`config.mk`:
```
export PLATFORM = sky130hd
export DESIGN_NAME = junction_controller_flat
export DESIGN_NICKNAME = d
export VERILOG_FILES = /design/src/rtl/junction_controller_pkg.sv /design/src/rtl/junction_controller_if.sv /design/src/rtl/junction_controller_dwell_timer.sv /design/src/rtl/junction_controller.sv /design/src/flat_wrapper.sv
export SDC_FILE = /design/constraint.sdc
export NUM_CORES = 1
export LEC_CHECK = 0
export CORE_AREA = 2 2 72 46
export CTS_CLUSTER_DIAMETER = 150
export DETAILED_ROUTE_END_ITERATION = 16
export DIE_AREA = 0 0 74 48
export GPL_ROUTABILITY_DRIVEN = 0
export REMOVE_ABC_BUFFERS = 1
export SLEW_MARGIN = 20
export SYNTH_ARGS = -nofsm -noshare
export SYNTH_HDL_FRONTEND = slang
export SYNTH_SLANG_ARGS = --single-unit
```
`constraint.sdc`:
```
create_clock -name clk -period 3 [get_ports clk]
set_input_delay 0.3 -clock clk [delete_from_list [all_inputs] [get_ports clk]]
set_output_delay 0.3 -clock clk [all_outputs]
set_load 0.02 [all_outputs]
```
`src/rtl/junction_controller_pkg.sv`:
```
// Shared types and lamp encodings for the two-road junction controller.
// Lamp vectors are ordered {red, amber, green}.
package traffic_pkg;

    typedef enum logic [2:0] {
        ALLRED = 3'd0,
        RA     = 3'd1,
        GRN    = 3'd2,
        AMB    = 3'd3,
        WALK   = 3'd4
    } state_t;

    localparam logic DIR_NS = 1'b0;
    localparam logic DIR_EW = 1'b1;

    localparam logic [2:0] RED       = 3'b100;
    localparam logic [2:0] RED_AMBER = 3'b110;
    localparam logic [2:0] GREEN     = 3'b001;
    localparam logic [2:0] AMBER     = 3'b010;

    // A head that does not own the current phase always shows red.
    function automatic logic [2:0] head_lamp(input state_t st, input logic owns_phase);
        logic [2:0] lamp;
        lamp = RED;
        if (owns_phase) begin
            case (st)
                RA:      lamp = RED_AMBER;
                GRN:     lamp = GREEN;
                AMB:     lamp = AMBER;
                default: lamp = RED;
            endcase
        end
        return lamp;
    endfunction

endpackage

```
`src/rtl/junction_controller_if.sv`:
```
// Detector inputs and lamp outputs of the junction controller.
// master = controller side, slave = junction/roadside side.
interface junction_controller_if;

    logic ew_car;
    logic ped_req;
    logic ns_red;
    logic ns_amber;
    logic ns_green;
    logic ew_red;
    logic ew_amber;
    logic ew_green;
    logic walk;
    logic ped_waiting;

    modport master (
        input  ew_car,
        input  ped_req,
        output ns_red,
        output ns_amber,
        output ns_green,
        output ew_red,
        output ew_amber,
        output ew_green,
        output walk,
        output ped_waiting
    );

    modport slave (
        output ew_car,
        output ped_req,
        input  ns_red,
        input  ns_amber,
        input  ns_green,
        input  ew_red,
        input  ew_amber,
        input  ew_green,
        input  walk,
        input  ped_waiting
    );

endinterface

```
`src/rtl/junction_controller_dwell_timer.sv`:
```
// Dwell counter: cleared on state entry, counts up, flags done at DUR-1.
// With sat_en the count parks at DUR-1 instead of advancing.
module dwell_timer #(
    parameter int CNT_W = 8
) (
    input  logic             clk,
    input  logic             rst_n,
    input  logic             clear,
    input  logic             sat_en,
    input  logic [CNT_W-1:0] dur_m1,
    output logic             done
);

    logic [CNT_W-1:0] cnt;

    assign done = (cnt == dur_m1);

    always_ff @(posedge clk or negedge rst_n) begin
        if (!rst_n) begin
            cnt <= '0;
        end else if (clear) begin
            cnt <= '0;
        end else if (!(sat_en && done)) begin
            cnt <= cnt + 1'b1;
        end
    end

endmodule

```
`src/rtl/junction_controller.sv`:
```
// Two-road junction sequencer: NS/EW heads, all-red clearance, side-road
// detection and a latched pedestrian request served from an all-red phase.
module junction_controller
    import traffic_pkg::*;
#(
    parameter int CNT_W            = 8,
    parameter int GREEN_CYCLES     = 4,
    parameter int AMBER_CYCLES     = 2,
    parameter int RED_AMBER_CYCLES = 2,
    parameter int ALLRED_CYCLES    = 1,
    parameter int WALK_CYCLES      = 3
) (
    input  logic                   clk,
    input  logic                   rst_n,
    junction_controller_if.master  bus
);

    state_t           state;
    state_t           state_nxt;
    logic             dir;
    logic             dir_nxt;
    logic             ped_pending;
    logic             ped_nxt;
    logic             enter_walk;
    logic             clear;
    logic             sat_en;
    logic             done;
    logic [CNT_W-1:0] dur_m1;
    logic [2:0]       ns_lamp;
    logic [2:0]       ew_lamp;

    dwell_timer #(
        .CNT_W (CNT_W)
    ) u_dwell_timer (
        .clk    (clk),
        .rst_n  (rst_n),
        .clear  (clear),
        .sat_en (sat_en),
        .dur_m1 (dur_m1),
        .done   (done)
    );

    always_comb begin
        dur_m1 = CNT_W'(ALLRED_CYCLES - 1);
        case (state)
            ALLRED:  dur_m1 = CNT_W'(ALLRED_CYCLES - 1);
            RA:      dur_m1 = CNT_W'(RED_AMBER_CYCLES - 1);
            GRN:     dur_m1 = CNT_W'(GREEN_CYCLES - 1);
            AMB:     dur_m1 = CNT_W'(AMBER_CYCLES - 1);
            WALK:    dur_m1 = CNT_W'(WALK_CYCLES - 1);
            default: dur_m1 = CNT_W'(ALLRED_CYCLES - 1);
        endcase
    end

    always_ff @(posedge clk or negedge rst_n) begin
        if (!rst_n) begin
            state       <= ALLRED;
            dir         <= DIR_NS;
            ped_pending <= 1'b0;
        end else begin
            state       <= state_nxt;
            dir         <= dir_nxt;
            ped_pending <= ped_nxt;
        end
    end

    // Main-road green is the rest phase: it only yields once minimum green
    // has elapsed and somebody is actually waiting.
    always_comb begin
        state_nxt = state;
        dir_nxt   = dir;
        case (state)
            ALLRED: begin
                if (done) state_nxt = ped_pending ? WALK : RA;
            end
            WALK: begin
                if (done) state_nxt = RA;
            end
            RA: begin
                if (done) state_nxt = GRN;
            end
            GRN: begin
                if (dir == DIR_EW) begin
                    if (done) state_nxt = AMB;
                end else if (done && (bus.ew_car || ped_pending)) begin
                    state_nxt = AMB;
                end
            end
            AMB: begin
                if (done) begin
                    state_nxt = ALLRED;
                    dir_nxt   = ~dir;
                end
            end
            default: begin
                state_nxt = ALLRED;
                dir_nxt   = DIR_NS;
            end
        endcase
    end

    assign clear  = (state_nxt != state);
    assign sat_en = (state == GRN) && (dir == DIR_NS);

    // A request seen while walking, or on the edge that starts the walk,
    // is already being served and must not re-latch.
    assign enter_walk = (state_nxt == WALK) && (state != WALK);

    always_comb begin
        ped_nxt = ped_pending;
        if (enter_walk) begin
            ped_nxt = 1'b0;
        end else if (bus.ped_req && (state != WALK) && (state_nxt != WALK)) begin
            ped_nxt = 1'b1;
        end
    end

    assign ns_lamp = head_lamp(state, dir == DIR_NS);
    assign ew_lamp = head_lamp(state, dir == DIR_EW);

    assign {bus.ns_red, bus.ns_amber, bus.ns_green} = ns_lamp;
    assign {bus.ew_red, bus.ew_amber, bus.ew_green} = ew_lamp;
    assign bus.walk        = (state == WALK);
    assign bus.ped_waiting = ped_pending;

endmodule

```
`src/flat_wrapper.sv`:
```
// flat-port wrapper written by rule: the top's interface ports become plain ports
module junction_controller_flat import traffic_pkg::*;
#(
    parameter int CNT_W            = 8,
    parameter int GREEN_CYCLES     = 4,
    parameter int AMBER_CYCLES     = 2,
    parameter int RED_AMBER_CYCLES = 2,
    parameter int ALLRED_CYCLES    = 1,
    parameter int WALK_CYCLES      = 3
)
  (clk, rst_n, bus_ew_car, bus_ped_req, bus_ns_red, bus_ns_amber, bus_ns_green, bus_ew_red, bus_ew_amber, bus_ew_green, bus_walk, bus_ped_waiting);
  junction_controller_if bus_i ();
  input  logic clk;
  input  logic rst_n;
  input wire logic [$bits(bus_i.ew_car)-1:0] bus_ew_car;
  input wire logic [$bits(bus_i.ped_req)-1:0] bus_ped_req;
  output wire logic [$bits(bus_i.ns_red)-1:0] bus_ns_red;
  output wire logic [$bits(bus_i.ns_amber)-1:0] bus_ns_amber;
  output wire logic [$bits(bus_i.ns_green)-1:0] bus_ns_green;
  output wire logic [$bits(bus_i.ew_red)-1:0] bus_ew_red;
  output wire logic [$bits(bus_i.ew_amber)-1:0] bus_ew_amber;
  output wire logic [$bits(bus_i.ew_green)-1:0] bus_ew_green;
  output wire logic [$bits(bus_i.walk)-1:0] bus_walk;
  output wire logic [$bits(bus_i.ped_waiting)-1:0] bus_ped_waiting;
  assign bus_i.ew_car = bus_ew_car;
  assign bus_i.ped_req = bus_ped_req;
  assign bus_ns_red = bus_i.ns_red;
  assign bus_ns_amber = bus_i.ns_amber;
  assign bus_ns_green = bus_i.ns_green;
  assign bus_ew_red = bus_i.ew_red;
  assign bus_ew_amber = bus_i.ew_amber;
  assign bus_ew_green = bus_i.ew_green;
  assign bus_walk = bus_i.walk;
  assign bus_ped_waiting = bus_i.ped_waiting;
  junction_controller #(.CNT_W(CNT_W), .GREEN_CYCLES(GREEN_CYCLES), .AMBER_CYCLES(AMBER_CYCLES), .RED_AMBER_CYCLES(RED_AMBER_CYCLES), .ALLRED_CYCLES(ALLRED_CYCLES), .WALK_CYCLES(WALK_CYCLES)) u_core (.clk(clk), .rst_n(rst_n), .bus(bus_i));
endmodule
```
==> results of run 1 <==
routing by layer:
| metal | wire [um] | up-vias | track usage [%] |
|---|---|---|---|
| met2 | 987 | 25 | 22.0 |
| met4 | 14 | 0 | 3.64 |
| li1 | - | 406 | - |
| met3 | 110 | 2 | 5.05 |
| met5 | 0 | - | 0 |
| met1 | 1170 | 404 | 20.0 |
kinds of logic (layout without fill, tap and decap cells):
group                      Yosys count  count (layout)  synth area share [%]
and+or+nand+nor                     41              41                  28.5
AOI/OAI and AO/OA                   29              29                  20.4
buffers and inverters               10              19                  9.45
adders and majority gates            1               1                  1.28
DFF                                 13              13                  33.2
xor gates and xnor gates             8               8                  7.15
registers in the layout (all words and copies together) (netlist names):
signal,count
u_core.state,3
u_core.bus.ped_waiting,1
u_core.dir,1
u_core.u_dwell_timer.cnt,8
where the power goes:
group | total (mW) | leakage (nW) | internal, mW | switching (mW)
sequential | 0.341 | 0.170 | 0.215 | 0.126
combinational | 0.559 | 0.218 | 0.265 | 0.293
clock | 0.163 | 0.0228 | 0.0941 | 0.0685
worst max-delay path by stage:
stage / to / slack, ns / cells past startpoint
final: bus_ns_green / 0.38 / 3
after detailed placement: bus_ns_green / 0.69 / 3
after global routing: bus_ns_green / 0.30 / 3
after CTS: bus_ns_green / 0.41 / 3
after global placement: bus_ns_green / 0.75 / 3
after floorplan: u_core.u_dwell_timer.cnt[0]$_DFFE_PN0P_ / 0.99 / 5
final cells by class:
type                       count  area (sq um)  area share [%]
multi-input combinational     79           562            50.6
sequential                    13           325            29.3
timing repair buffer          11           110            9.92
tap                           42          52.6            4.74
clock buffer                   4          45.0            4.06
inverter                       4          15.0            1.35
Yosys cell counts, types with 2 or more instances:
cell,n,area [sq um]
dfrtp_1,13,325
a21oi_1,10,50.1
nand3_1,8,40.0
nor2_1,6,22.5
xor2_1,6,52.6
inv_1,4,15.0
nand2_1,4,15.0
o21ai_0,4,20.0
or4bb_1,4,45.0
a31oi_1,3,18.8
o211ai_1,3,22.5
buf_2,2,10.0
clkbuf_8,2,27.5
nand3b_1,2,15.0
or3b_2,2,17.5
or4_1,2,15.0
xnor2_1,2,17.5
per-stage QoR:
step	hold slack (ns)	area [sq um]	total power, mW	util (%)
2_1_floorplan	0.00441	902	0.708	-
3_3_place_gp	0.550	1060	0.877	37.6
3_5_place_dp	0.554	1060	0.894	37.6
4_1_cts	0.467	1110	1.06	39.2
5_1_grt	0.507	1110	1.15	39.2
6_report	0.437	1110	1.06	39.2
==> flow_summary.toml, run 1 <==
[pwr]
p_leak_nw = 0.410
ir_drop_mv = 0.344
p_per_area_mw_per_mm2 = 957

[logic_synthesis]
yosysWarnings = 0
synth_cells = 102
syn-cell-area_sq_um = 980
synth-edff-count = 0
synth_flop_cell = "dfrtp_1"
yosysSeqAreaShare_pct = 33.2
yosys_register_bits = 13
ys_types = 42
synth_area_per_cell_sq_um = 9.60
synthArstFlopShare_pct = 100

[placed_design]
place_hpwl_um = 1640
place_inst = 149
port_buffers = 11
pre_cts_slack_ns = 0.691

[layout]
nFillCells = 279
layout_common_cells = "13 x dfrtp_1, 11 x clkdlybuf4s50_1, 10 x a21oi_1"
diodes = 0
fin_nets = 117
syn_to_final_growth_pct = 13.3
layout_commonest_cell = "dfrtp_1"
final_cells = 153
layout-drive-gt1-share_pct = 13.5

[worst_setup_path]
crit_path_top_delay_cell = "clkdlybuf4s50_1"
cp_max_fo = 16
r2r_cells = 5
r2r_slack_ns = 0.74
cp_num_buf_inv = 1
r2r-start = "u_core.state[0]$_DFF_PN0_"
critical_path.startpoint = "u_core.state[1]$_DFF_PN0_"
max_stage_delay_ns = 0.66
cp_top_family = "simple AND/OR/NAND/NOR gates"
path_class = "flip-flop to output pin"
worst_ep_arrival_time_ns = 2.32
required_ns = 2.70
start_kind = "flip-flop"
regToRegEndpoint = "u_core.u_dwell_timer.cnt[0]$_DFFE_PN0P_"
end_kind = "output pin"
path_cells = "or3b_2, nor2_1, clkdlybuf4s50_1"

[timing]
finalCritPeriodShare_pct = 87.4
slew_violations = 0
worst_pin_slew_ns = 0.618
tns_ns = 0
setup_viol = 0
clock_skew_ns = 0.00372
rsz0062_at_grt = "false"
fmax_mhz = 381
fin_crit_ns = 2.62
maxSlewHeadroom_pct = 58.6
final_hold_viol_count = 0
layout_setup_ws_ns = 0.378

[clock_network]
cts_sinks = 13
tritoncts = "yes"
clk_pin_slew_ns = 0.06
ctsHtreeMaxLevel = 1
cts.repair.resized = 0
numCtsBuffers = 3
root_buffer = "clkbuf_8"
ctsHoldBuffers = 0
worstSkewPairLatency_ns = 0.25
clock_path_buffers = 2
cts_setup_buffers = 0

[job]
drv_cap = 0

[outcome]
status = "complete, no violations"

[drt]
final_antenna_net_count = 0
dr_total_vias = 837
avgViaCountPerCell = 5.47
drt-total-wl_um = 2290
drcViolationCount = 0
drt_first_pass_iters = 4
drt_iter0_markers = 59
wl_per_cell_um = 14.9

[floorplan]
die_x_um = 74
die_y_um = 48
dieArea_sq_mm = 0.00355
coreArea_sq_mm = 0.00283
rows = 15
initial_core_util_pct = 34.6
io_pins = 12

[worst_hold_path]
hold_path_class = "input pin to async pin"

[grt]
grt_pass1_vias = 767
grt_first_pass_wirelength_um = 3730
track_usage_pct = 14.5
overflow = 0
grt_start_max_net_pins = 22
antenna_found_initial = 0
Note: power is estimated with default switching activity, not from simulation.
==> run 2: changes to the inputs <==
--- a/config.mk
+++ b/config.mk
@@ -10,6 +10,7 @@
 export DETAILED_ROUTE_END_ITERATION = 16
 export DIE_AREA = 0 0 74 48
 export GPL_ROUTABILITY_DRIVEN = 0
+export MAX_ROUTING_LAYER = met4
 export REMOVE_ABC_BUFFERS = 1
 export SLEW_MARGIN = 20
 export SYNTH_ARGS = -nofsm -noshare
==> constraint.sdc (replaced) <==
create_clock -name clk -period 3 [get_ports clk]
set_input_delay 0.3 -clock clk [delete_from_list [all_inputs] [get_ports clk]]
set_output_delay 0.3 -clock clk [all_outputs]
set_load 0.1 [all_outputs]
==> run 2 against run 1 <==
- critical path depth is 2 higher
- clock skew is 0.0023 ns lower
- maximum frequency up 16%
- sequential power barely moved
- register-to-register slack about the same
- combinational power up 35%
- total power rose by 19%
- setup slack better by 0.35 ns
- hold slack improved by 0.0054 ns
==> flow_summary.toml, run 2 (synthesized netlist as in run 1, its figures left out) <==
[clock_network]
cts.repair.resized = 0
clk_pin_slew_ns = 0.06
cts_setup_buffers = 0
numCtsBuffers = 3
worstSkewPairLatency_ns = 0.25
root_buffer = "clkbuf_8"
cts_sinks = 13
clock_path_buffers = 2
ctsHoldBuffers = 0
ctsHtreeMaxLevel = 1
tritoncts = "yes"

[grt]
antenna_found_initial = 0
grt_start_max_net_pins = 22
overflow = 0
grt_pass1_vias = 718
track_usage_pct = 14.3
grt_first_pass_wirelength_um = 3570

[placed_design]
place_hpwl_um = 1530
placed_area_sq_mm = 0.00104
port_buffers = 11
pre_cts_slack_ns = 0.755

[drt]
drt_first_pass_iters = 4
wl_per_cell_um = 14.4
drt_iter0_markers = 72
avgViaCountPerCell = 5.39
dr_total_vias = 824
drt-total-wl_um = 2210
drcViolationCount = 0
final_antenna_net_count = 0

[layout]
regMostFlops = "u_core.u_dwell_timer.cnt"
nFillCells = 287
fin_nets = 117
layout_commonest_cell = "dfrtp_1"
layout-drive-gt1-share_pct = 20.7
top_regs = "u_core.u_dwell_timer.cnt x8, u_core.state x3"
syn_to_final_growth_pct = 11.2
largest_reg_flops = 8
final_area_sq_mm = 0.00109
layout_common_cells = "13 x dfrtp_1, 10 x a21oi_1, 8 x nand3_1, 8 x buf_4"
diodes = 0

[worst_setup_path]
path_class = "flip-flop to flip-flop"
cp_num_buf_inv = 0
worst_ep_arrival_time_ns = 2.44
start_kind = "flip-flop"
crit_path_top_delay_cell = "or4b_1"
cp_max_fo = 17
end_kind = "flip-flop"
required_ns = 3.17
path_cells = "or4b_1, o21ai_0, o2111ai_2, a211o_2, a22oi_2"
cp_top_family = "compound AO/OA/AOI/OAI gates"
max_stage_delay_ns = 0.64

[floorplan]
initial_core_util_pct = 34.6
die_x_um = 74
rows = 15
io_pins = 12
coreArea_sq_mm = 0.00283
dieArea_sq_mm = 0.00355
die_y_um = 48

[timing]
slew_violations = 0
setup_viol = 0
worst_pin_slew_ns = 0.630
maxSlewHeadroom_pct = 57.9
fmax_mhz = 441
tns_ns = 0
rsz0062_at_grt = "false"
finalCritPeriodShare_pct = 75.6
clock_skew_ns = 0.00140
final_hold_viol_count = 0
fin_crit_ns = 2.27
holdWs_ns = 0.442
layout_setup_ws_ns = 0.731

[pwr]
p_leak_nw = 0.419
p_per_area_mw_per_mm2 = 1160
total_power_mw = 1.26
ir_drop_mv = 0.394

[outcome]
status = "complete, no violations"

[job]
drv_cap = 0

[worst_hold_path]
hold_path_class = "input pin to async pin"
[run 2: changes by cell type in the layout (fill, tap and decap cells not counted), sizes merged]
cell           change
clkdlybuf4s50      -8
buf                +8
[run 2: cell type report]
cell class | instances | area (sq um) | share of cell area [%]
Sequential cell | 13 | 325 | 29.9
Inverter | 4 | 15.0 | 1.38
Clock buffer | 4 | 45.0 | 4.13
Multi-Input combinational cell | 79 | 562 | 51.5
Tap cell | 42 | 52.6 | 4.82
Timing Repair Buffer | 11 | 90.1 | 8.27
[run 2: per-stage QoR]
stage               utilization, %  instances
finish                        38.5        153
global route                  38.5        153
CTS                           38.5        153
detailed placement            36.9        149
global placement              36.9        149
floorplan                        -         96
[run 2: routing by layer]
metal	GRT usage, %	share of wire [%]
met5	-	0
met4	4.73	1.4
met3	4.84	5.4
met2	21.4	44
met1	18.3	49
[run 2: worst reg2reg max path, stage by stage (launching register included)]
cell and delay, ns:
dfrtp_1 0.55, or4b_1 0.64, o21ai_0 0.24, o2111ai_2 0.17, a211o_2 0.41, a22oi_2 0.19
[run 2: worst paths after layout]
kind                                                          from  slack (ns)                                       to  depth (start not counted)
setup reg to reg                         u_core.state[2]$_DFF_PN0_        0.73  u_core.u_dwell_timer.cnt[0]$_DFFE_PN0P_                          5
min in group clk           u_core.u_dwell_timer.cnt[4]$_DFFE_PN0P_        0.59  u_core.u_dwell_timer.cnt[4]$_DFFE_PN0P_                          2
setup / recovery                         u_core.state[2]$_DFF_PN0_        0.73  u_core.u_dwell_timer.cnt[0]$_DFFE_PN0P_                          5
max in group asynchronous                                    rst_n        2.15  u_core.u_dwell_timer.cnt[5]$_DFFE_PN0P_                          1
hold / removal                                               rst_n        0.44       u_core.bus.ped_waiting$_DFFE_PN0P_                          1
hold reg to reg            u_core.u_dwell_timer.cnt[4]$_DFFE_PN0P_        0.59  u_core.u_dwell_timer.cnt[4]$_DFFE_PN0P_                          2
[run 2: where the power goes]
part	total, mW	switching [mW]	internal, mW
clock network	0.163	0.0692	0.0941
registers	0.341	0.126	0.215
logic	0.755	0.504	0.251
total	1.26	0.699	0.560
==> run 3: changes to the inputs <==
==> constraint.sdc (replaced) <==
create_clock -name clk -period 1.9 [get_ports clk]
set_input_delay 0.19 -clock clk [delete_from_list [all_inputs] [get_ports clk]]
set_output_delay 0.19 -clock clk [all_outputs]
set_load 0.1 [all_outputs]
==> run 3 against run 2 <==
- sequential share of layout area shrank 8.2 points
- die area is the same
- sequential cell count is the same
- maximum frequency grew 15%
- highest routed layer unchanged
- the run now ends with negative setup slack left
- final area grew 38%
- utilization grew 15 points
- critical path depth grew 2
- largest power group unchanged
- largest cell class unchanged
- critical endpoint unchanged
==> flow_summary.toml, run 3 (synthesized netlist as in run 1, its figures left out) <==
[grt]
track_usage_pct = 16.4
grt_start_max_net_pins = 14
grt_pass1_vias = 871
overflow = 0
grt_first_pass_wirelength_um = 4200
antenna_found_initial = 0

[worst_setup_path]
cp_common_cell = "buf_4"
crit_path_top_delay_cell = "a211o_4"
max_stage_delay_ns = 0.40
worst_ep_arrival_time_ns = 2.14
start_kind = "flip-flop"
required_ns = 2.07
path_class = "flip-flop to flip-flop"
end_kind = "flip-flop"
path_cells = "buf_4, buf_4, xnor2_1, o21ai_0, o2111ai_2, a211o_4, a22oi_2"
cp_max_fo = 10

[timing]
maxSlewHeadroom_pct = 58.9
final_hold_viol_count = 0
rsz0062_at_grt = "true"
holdWs_ns = 0.330
finalCritPeriodShare_pct = 104
fmax_mhz = 508
clock_skew_ns = 0.000538
fin_crit_ns = 1.97
slew_violations = 0
worst_pin_slew_ns = 0.615
layout_setup_ws_ns = -0.0695
setup_viol = 8

[floorplan]
rows = 15
dieArea_sq_mm = 0.00355
die_x_um = 74
die_y_um = 48
initial_core_util_pct = 34.6
io_pins = 12
coreArea_sq_mm = 0.00283

[layout]
largest_reg_flops = 8
diodes = 0
fin_nets = 147
regMostFlops = "u_core.u_dwell_timer.cnt"
layout_commonest_cell = "buf_4"
nFillCells = 249
syn_to_final_growth_pct = 53.8
layout-drive-gt1-share_pct = 46.1
layout_common_cells = "25 x buf_4, 12 x dfrtp_1, 9 x a21oi_1"
top_regs = "u_core.u_dwell_timer.cnt x8, u_core.state x3"
final_cells = 183

[pwr]
p_per_area_mw_per_mm2 = 1810
ir_drop_mv = 0.733
p_leak_nw = 0.618

[clock_network]
cts_sinks = 13
tritoncts = "yes"
numCtsBuffers = 3
worstSkewPairLatency_ns = 0.24
ctsHoldBuffers = 0
ctsHtreeMaxLevel = 1
root_buffer = "clkbuf_8"
clk_pin_slew_ns = 0.06
clock_path_buffers = 2

[worst_hold_path]
hold_path_class = "input pin to async pin"

[outcome]
status = "finished with violations"
violations = "negative setup slack"

[drt]
wl_per_cell_um = 14.7
drcViolationCount = 0
drt-total-wl_um = 2690
avgViaCountPerCell = 5.15
drt_first_pass_iters = 4
drt_iter0_markers = 44
final_antenna_net_count = 0
dr_total_vias = 942

[job]
drv_cap = 0

[placed_design]
port_buffers = 11
place_inst = 174
place_hpwl_um = 1860
## run 3: layout make-up
| class | count | area (sq um) | share of cell area, % |
|---|---|---|---|
| Multi-Input combinational cell | 79 | 638 | 42.4 |
| Timing Repair Buffer | 41 | 425 | 28.2 |
| Sequential cell | 13 | 327 | 21.7 |
| Tap cell | 42 | 52.6 | 3.49 |
| Clock buffer | 4 | 45.0 | 2.99 |
| Inverter | 4 | 18.8 | 1.25 |
## run 3: power breakdown
part / internal [mW] / switching [mW] / leakage, nW / total [mW]
clock network: 0.148 / 0.105 / 0.0228 / 0.254
logic: 0.905 / 1.15 / 0.427 / 2.05
registers: 0.343 / 0.0779 / 0.168 / 0.421
total: 1.40 / 1.33 / 0.618 / 2.73
## run 3: per-layer routing
| layer | track usage, % | part of all wire (%) | up-vias |
|---|---|---|---|
| met5 | - | 0 | - |
| met4 | 3.27 | 0.71 | 0 |
| met3 | 2.53 | 1.8 | 2 |
| met2 | 25.4 | 47 | 18 |
| met1 | 23.0 | 51 | 453 |
| li1 | - | - | 469 |
## run 3: final timing paths
path                            depth (start not counted)                                      end  slack, ns                               start
max in group asynchronous                               1  u_core.u_dwell_timer.cnt[1]$_DFFE_PN0P_       1.14                               rst_n
worst max register to register                          7  u_core.u_dwell_timer.cnt[0]$_DFFE_PN0P_      -0.07           u_core.state[2]$_DFF_PN0_
worst max-delay path                                    7  u_core.u_dwell_timer.cnt[0]$_DFFE_PN0P_      -0.07           u_core.state[2]$_DFF_PN0_
worst min-delay path                                    1                u_core.state[2]$_DFF_PN0_       0.33                               rst_n
worst min register to register                          1       u_core.bus.ped_waiting$_DFFE_PN0P_       0.58  u_core.bus.ped_waiting$_DFFE_PN0P_
min in group clk                                        1       u_core.bus.ped_waiting$_DFFE_PN0P_       0.58  u_core.bus.ped_waiting$_DFFE_PN0P_
## run 3: what timing repair did
action	4_1_cts	5_1_grt
gates resized for setup	16	11
endpoints found under the setup margin	11	12
setup buffers	3	3
pin swaps	2	6
## run 3: stage by stage
stage          TNS [ns]  total power, mW  area [sq um]  util (%)  setup WS (ns)
2_1_floorplan    -12.17             1.46           902         -          -1.47
3_3_place_gp     -0.845             2.12          1320      46.6         -0.133
3_5_place_dp     -0.889             2.14          1320      46.6         -0.133
4_1_cts         -0.0670             2.55          1440      50.9        -0.0388
5_1_grt           -1.43             2.86          1510      53.2         -0.165
6_report         -0.304             2.73          1510      53.2        -0.0695
## run 3: worst max-delay path, delay by kind of cell, from the launching register on
family          cells  cell delay [ns]
compound gates      4             1.04
xor+xnor            1             0.13
buf+inv             2             0.34
flops               1             0.38
